===== src/rtl/proc_pkg.sv =====
// Shared definitions for the 16-bit processor control path.
// Covers op codes, the T-state encoding, bus select codes and instruction field positions.
package proc_pkg;

   localparam int unsigned DATA_W = 16;
   localparam int unsigned NREG   = 8;
   localparam int unsigned OP_W   = 3;
   localparam int unsigned REG_W  = 3;
   localparam int unsigned SEL_W  = 4;

   // Instruction field positions: op = IR[15:13], X = IR[12:10], Y = IR[9:7]
   localparam int unsigned OP_LSB = 13;
   localparam int unsigned X_LSB  = 10;
   localparam int unsigned Y_LSB  = 7;

   localparam logic [OP_W-1:0] OP_MV  = 3'b000;
   localparam logic [OP_W-1:0] OP_MVI = 3'b001;
   localparam logic [OP_W-1:0] OP_ADD = 3'b010;
   localparam logic [OP_W-1:0] OP_SUB = 3'b011;

   // Bus mux select: 0-7 pick R0-R7; the datapath mux uses these same codes
   localparam logic [SEL_W-1:0] SEL_G    = 4'd8;
   localparam logic [SEL_W-1:0] SEL_DIN  = 4'd9;
   localparam logic [SEL_W-1:0] SEL_IDLE = 4'd15;

   typedef enum logic [1:0] {
      T0 = 2'd0,
      T1 = 2'd1,
      T2 = 2'd2,
      T3 = 2'd3
   } state_t;

   // Decoded part of the instruction word; the low seven bits carry nothing
   typedef struct packed {
      logic [OP_W-1:0]  op;
      logic [REG_W-1:0] rx;
      logic [REG_W-1:0] ry;
   } instr_t;

   function automatic logic [NREG-1:0] reg_onehot(input logic [REG_W-1:0] r);
      return NREG'(1) << r;
   endfunction

   function automatic logic [SEL_W-1:0] reg_sel(input logic [REG_W-1:0] r);
      return SEL_W'(r);
   endfunction

   function automatic logic is_arith(input logic [OP_W-1:0] op);
      return (op == OP_ADD) || (op == OP_SUB);
   endfunction

endpackage


===== src/rtl/proc_ir_decode.sv =====
// Combinational control decode: maps (state, instruction, Run) to datapath strobes
// and the next T-state. Any state/op pair that cannot occur falls back to T0 with every strobe off.
module proc_ir_decode
   import proc_pkg::*;
(
   input  state_t           state,
   input  instr_t           instr,
   input  logic             run,
   output logic             ir_load,
   output logic [NREG-1:0]  rin,
   output logic             ain,
   output logic             gin,
   output logic             add_sub,
   output logic [SEL_W-1:0] bus_sel,
   output logic             done,
   output state_t           state_next
);

   logic arith;
   assign arith = is_arith(instr.op);

   always_comb begin
      ir_load    = 1'b0;
      rin        = '0;
      ain        = 1'b0;
      gin        = 1'b0;
      add_sub    = 1'b0;
      bus_sel    = SEL_IDLE;
      done       = 1'b0;
      state_next = T0;

      case (state)
         T0: begin
            ir_load    = run;
            state_next = run ? T1 : T0;
         end

         T1: begin
            case (instr.op)
               OP_MV: begin
                  bus_sel = reg_sel(instr.ry);
                  rin     = reg_onehot(instr.rx);
                  done    = 1'b1;
               end
               OP_MVI: begin
                  bus_sel = SEL_DIN;
                  rin     = reg_onehot(instr.rx);
                  done    = 1'b1;
               end
               OP_ADD, OP_SUB: begin
                  bus_sel    = reg_sel(instr.rx);
                  ain        = 1'b1;
                  state_next = T2;
               end
               // Reserved op codes retire as a NOP
               default: done = 1'b1;
            endcase
         end

         T2: begin
            if (arith) begin
               bus_sel    = reg_sel(instr.ry);
               gin        = 1'b1;
               add_sub    = (instr.op == OP_SUB);
               state_next = T3;
            end
         end

         T3: begin
            if (arith) begin
               bus_sel = SEL_G;
               rin     = reg_onehot(instr.rx);
               done    = 1'b1;
            end
         end

         default: state_next = T0;
      endcase
   end

endmodule


===== src/rtl/proc_ctrl_fsm.sv =====
// Processor control unit: holds the T-state register and the instruction register.
// All datapath strobes come combinationally from proc_ir_decode.
module proc_ctrl_fsm
   import proc_pkg::*;
(
   input  logic              Clock,
   input  logic              Resetn,
   input  logic              Run,
   input  logic [DATA_W-1:0] DIN,
   output logic              IRin,
   output logic [NREG-1:0]   Rin,
   output logic              Ain,
   output logic              Gin,
   output logic              AddSub,
   output logic [SEL_W-1:0]  BusSel,
   output logic              Done
);

   state_t            state;
   state_t            state_next;
   logic [DATA_W-1:0] ir;
   instr_t            instr;
   logic              ir_load;

   // The operand-free low bits of IR are kept for visibility but never decoded
   logic unused_ir;
   assign unused_ir = ^ir[Y_LSB-1:0];

   assign instr = instr_t'(ir[DATA_W-1:Y_LSB]);

   always_ff @(posedge Clock or negedge Resetn) begin
      if (!Resetn) begin
         state <= T0;
         ir    <= '0;
      end else begin
         state <= state_next;
         if (ir_load) ir <= DIN;
      end
   end

   proc_ir_decode u_decode (
      .state      (state),
      .instr      (instr),
      .run        (Run),
      .ir_load    (ir_load),
      .rin        (Rin),
      .ain        (Ain),
      .gin        (Gin),
      .add_sub    (AddSub),
      .bus_sel    (BusSel),
      .done       (Done),
      .state_next (state_next)
   );

   assign IRin = ir_load;

endmodule

===== config.mk =====
export PLATFORM = sky130hd
export DESIGN_NAME = proc_ctrl_fsm
export DESIGN_NICKNAME = d
export VERILOG_FILES = /design/src/rtl/proc_pkg.sv /design/src/rtl/proc_ir_decode.sv /design/src/rtl/proc_ctrl_fsm.sv
export SDC_FILE = /design/constraint.sdc
export NUM_CORES = 1
export LEC_CHECK = 0
export ABC_AREA = 1
export ABC_CLOCK_PERIOD_IN_PS = 1600
export CAP_MARGIN = 0
export CORE_MARGIN = 4
export CORE_UTILIZATION = 43
export CTS_CLUSTER_SIZE = 12
export DETAILED_ROUTE_END_ITERATION = 8
export MAX_ROUTING_LAYER = met4
export PLACE_DENSITY = 0.77
export RECOVER_POWER = 100
export SLEW_MARGIN = 20
export SYNTH_ARGS = -nofsm -noshare
export SYNTH_HDL_FRONTEND = slang
export SYNTH_SLANG_ARGS = --single-unit
export TNS_END_PERCENT = 1

===== constraint.sdc =====
create_clock -name Clock -period 1.6 [get_ports Clock]
set_clock_uncertainty 0.2 [all_clocks]
set_input_delay 0.16 -clock Clock [delete_from_list [all_inputs] [get_ports Clock]]
set_output_delay 0.16 -clock Clock [all_outputs]
set_load 0.005 [all_outputs]

* After elaboration in Yosys (flattened, before gate mapping)
Index checks and enable logic that the tools add are counted.
Storage, ports and cells: logic and storage cells 34, bits in registers 18, output and inout bits 17
Cells by class: equality and inequality tests 6, reduce and logical (&&, ||, !) cells 5, shift operators 1, mux-type cells 20
Operator list (count):
- 4-bit case mux with 3 select lines | 2
- 8-bit 2-to-1 mux | 2
- 8-bit case mux with 2 select lines | 1
- 1-bit 2-to-1 mux | 9
- 1-bit by 3-bit left shift with 8-bit output (first input constant) | 1
- 3-bit by 2-bit equality test with 1-bit output (second input constant) | 2
- 2-bit case mux with 3 select lines | 1
- 2-bit equality test (second input constant) | 2
- 2-bit 2-to-1 mux | 2
- 4-bit 2-to-1 mux | 1
- 2-bit OR reduction | 2
- 3-bit by 1-bit equality test with 1-bit output (second input constant) | 1
- 3-bit logical NOT | 1
- 3-bit 2-to-1 mux | 1
- 2-bit by 1-bit equality test with 1-bit output (second input constant) | 1
- 2-bit logical NOT | 1
- 1-bit case mux with 2 select lines | 1
- 1-bit logical OR | 1

* Depth between registers and ports, before layout
Gate-level depths: netlist (run 1).
word-level depth 4, gate-level depth with buffers 7

* By module
From an unflattened synthesis (run 1), not the netlist that was laid out.
Second synthesis, totals: cells, all modules 118, area total of the unflattened synthesis 753.2 µm²
By module, submodules not included:
- proc_ctrl_fsm | area an instance 391.6 µm², cells an instance 40, seq. area each 275.3 µm², instances 1
- proc_ir_decode | area an instance 361.6 µm², cells an instance 78, seq. area each 0.0 µm², instances 1

* Worst setup path before layout (run 1)
OpenSTA, ideal clock, no wires.
path type register -> output, start register ir[14], end output port Rin[0], slack 0.301 ns, path buffers 2, cell stages (with the launch flop) 6, arrival time 0.939 ns, required time 1.240 ns, path through dfrtp_1 > buf_6 > nor2_4 > buf_6 > nand3_1 > o21ai_1
Between the ends: longest elaborated chain between the ends 4
RTL lines:
- start: declaration | line proc_ctrl_fsm.sv:21 | logic [DATA_W-1:0] ir;
- start signal: assignment | line proc_ctrl_fsm.sv:34 | ir <= '0;
- start signal: assignment | line proc_ctrl_fsm.sv:37 | if (ir_load) ir <= DIN;
- 3-bit by 1-bit equality test with 1-bit output (tied with other cells) | line proc_ir_decode.sv:39 | case (instr.op)
- 2-bit OR reduction (no source line) or 1-bit logical OR (tied branches)
- 8-bit 2-to-1 mux, on equally long branches
- 8-bit case mux with 2 select lines (*) | line proc_ir_decode.sv:32 | case (state)
- end: declaration | line proc_ctrl_fsm.sv:11 | output logic [NREG-1:0] Rin,
Every way passes the cells marked *; elsewhere a longest branch is shown, timed or not.

* Worst setup path after layout (run 1)
start register ir[15], end output port BusSel[2]
Between the ends: longest elaborated chain between the ends 4
RTL lines:
- 3-bit by 2-bit equality test with 1-bit output | line proc_pkg.sv:49, proc_ir_decode.sv:39
- 2-bit OR reduction or 1-bit logical OR (tied branches) | line proc_ir_decode.sv:39, proc_pkg.sv:49
- 4-bit case mux with 3 select lines (tied with other cells) | line proc_ir_decode.sv:39
- 4-bit case mux with 3 select lines (*) | line proc_ir_decode.sv:32
- end: declaration | line proc_ctrl_fsm.sv:15 | output logic [SEL_W-1:0] BusSel,
Marks and branches as above.

==> results of run 1 <==
worst reg2reg max path: stages, from the launching register on:
cell and delay (ns):
dfrtp_1 0.39, inv_1 0.13, clkbuf_1 0.15, buf_4 0.13
nand3_4 0.07, inv_2 0.07, buf_6 0.19, nand2_1 0.12
o21ai_2 0.07
layer usage:
metal  vias to the layer above  routed length [um]
met5                         -                   0
met4                         0                  87
met3                        12                 229
met2                        61                1790
met1                       548                1410
li1                        555                   -
Yosys cell counts (2+ instances only):
library cell  instances  area [um2]
nand3_1              18        90.1
nand2_2               4        25.0
a21oi_1               3        15.0
inv_2                 5        18.8
dfrtp_1              11         275
nand2_1              31         116
inv_1                13        48.8
buf_6                 3        33.8
nand4_1               4        25.0
nand3_2               2        20.0
o21ai_1               5        25.0
nor2_1               10        37.5
nor2_4                2        22.5
o21ai_2               9        78.8
layout by cell type (no fill, tap or decap), types with 2 or more instances in the layout:
master / count
buf_12: 3
buf_2: 14
buf_4: 29
buf_6: 11
clkbuf_4: 3
clkdlybuf4s15_1: 2
clkdlybuf4s50_1: 10
dfrtp_1: 7
dfrtp_2: 4
inv_1: 13
inv_2: 5
nand2_1: 30
nand2_2: 3
nand2_4: 2
nand3_1: 15
nand3_2: 4
nand4_1: 4
nor2_1: 5
nor2_2: 4
nor2_4: 5
o21ai_1: 5
o21ai_2: 9
worst paths after layout:
kind | cells past startpoint | slack [ns] | startpoint | endpoint
worst max-delay path | 9 | -0.30 | ir[15] | BusSel[2]
worst min-delay path | 1 | 0.09 | Resetn | ir[9]
worst max register to register | 8 | 0 | state[0] | ir[7]
worst min register to register | 3 | 0.45 | ir[11] | ir[11]
max in group asynchronous | 1 | 0.71 | Resetn | ir[10]
min in group Clock | 3 | 0.22 | DIN[13] | ir[13]
state kept, by name, indices dropped and copies added, names as in the netlist:
register	cells
ir	9
state	2
cell families after synthesis:
kind of cell / count (synthesis) / synth area share, %
compound gates: 18 / 14.5
buf+inv: 26 / 15.2
flops: 11 / 30.3
simple gates: 73 / 40.0
area by class of cell:
cell class	instances	area, um2
multi-input combinational	92	578
tap	27	33.8
inverter	21	93.8
clock buffer	3	22.5
fill	112	358
sequential	11	280
timing repair buffer	72	611
clock inverter	1	5.00
stage by stage:
step / std cells / power [mW] / utilization (%)
2_1_floorplan: 128 / 1.29 / -
3_3_place_gp: 201 / 1.85 / 68.6
3_5_place_dp: 201 / 1.90 / 68.6
4_1_cts: 227 / 2.60 / 81.4
5_1_grt: 227 / 2.93 / 81.9
6_report: 227 / 2.78 / 81.9
timing repair:
action / in CTS / in global routing
pin swaps: 16 / 5
resized for setup: 91 / 8
setup endpoints to repair: 17 / 20
buffers inserted: 21 / 0
gates cloned: 1 / 0
power groups by stage:
stage | clock, mW | combinational (mW) | sequential (mW)
CTS | 0.207 | 1.90 | 0.495
detailed placement | 0 | 1.39 | 0.510
floorplan | 0 | 0.827 | 0.463
global route | 0.221 | 2.18 | 0.528
global placement | 0 | 1.34 | 0.504
finish | 0.209 | 2.05 | 0.517
==> results.md, run 1 <==
* Max incr delay on CP at 0.44 ns
* Worst VDD drop at 1.15 mV
* Initial antenna violation count at 0
* Met3 GRT Util at 3.88%
* Number of synthesized flops with an enable pin at 0
* Cell Rows at 16
* Internal cell power at 1.50 mW
* Worst-skew pair later-pin latency at 0.29 ns
* Normalized max-slew margin at 62.9%
* Met1 GRT Util at 32.1%
* Startpoint types: flip-flop
* CP delay by family, top: buffers and inverters
* Clock root buffer: clkbuf_4
* Synth Cell Area at 907 um2
* Crit Path Max Fanout at 3
* WS Path Type: reg2out
* Placer Congestion at 0.822
* Violated checks: setup timing
* Antenna Nets Post-Route at 0
* P&R area growth vs syn at 79.0%
* Switching pwr at 1.28 mW
* WL/cell at 15.5 um
* # diodes at 0
* Worst Tran Pin Value at 0.555 ns
* Tmin final at 1.90 ns
* Yosys reg bits at 11
* Die area at 2910 um2
* Status: complete, but fails checks
* Ys Warns at 0
* Synthesized area per cell at 7.09 um2
* Ys async rst share at 100%
* Unique masters post-synth at 22
* Worst EP required at 1.24 ns
* Period utilisation layout at 119%
* Comb pwr share at 73.8%
* Clock power share at 7.5%
* Pwr dens at 1710 nW/um2
* Post-route DRC at 0
* Leak Pwr at 0.824 nW
* Post-Route WL at 3520 um
* All-Layer GR Usage at 27.9%
* Vias at 1,176
* Fin. max-slew vios at 0
* Initial Util at 45.8%
* Switching share of total power at 45.9%
* Primary FF master, synth: dfrtp_1
* Post-DP HPWL at 1830 um
* WHS at 0.0934 ns
* CP arrival at 1.54 ns
* Crit end category: output port
* RSZ-0062 raised after global routing: yes
* Num CTS Buffers at 3
* Hold Crit Class: in2async
* Final Hold Viols at 0
* Initial DRC count at 53
* Final Cell Area at 1620 um2
* Share of layout cells above drive strength 1 at 53.0%
* Crit-path cells: inv_4 > buf_6 > buf_6 > nand3_2 > nand2_1 > inv_1 > nor2_1 > nand2_1 > buf_2
* Core ar. at 1980 um2
* Highest-delay cell along the critical path: dfrtp_2
* Max cap viols at 0
* Nets@finish at 220
* Sequential share of power at 18.6%
* Setup TNS at -2.76 ns
* CTS tree: done
* Synth Instances at 128
* Die height at 53.9 um
* Htree depth at 1
* Placed cell areas at 1360 um2
* Boundary Pins at 36
* Place WS at -0.294 ns
* Via-per-instance ratio at 5.18
* Worst Path Buf+Inv at 5
* Die width at 53.9 um
* # port buffers at 28
* Met2 usage at 48.8%
* Clock-pin slew on the worst setup and hold paths at 0.08 ns
* Vias in the first global route at 1,193
* Final worst slack at -0.303 ns
* First drt pass iteration count at 4
* Seq/Total Area, Yosys at 30.3%
* Global-route wire length before repair at 5600 um
* CTS Buffer Depth at 2
* Setup violators final at 17
* Fmax achieved at 525 MHz
* Syn Nets at 147
* Sinks on Clock Net at 11
* Grt total ovfl at 0
* Largest net degree at the start of global routing at 19
* Hold_buf cts at 0
* Most heavily used metal layer in global routing: met2
Power figures use the tool's default switching activity.
==> run 2, diff against run 1 <==
- ABC_CLOCK_PERIOD_IN_PS: 1600 -> unset
==> results of run 2 <==
Same layout as run 1: the final DEF is identical, and so are final timing and power.
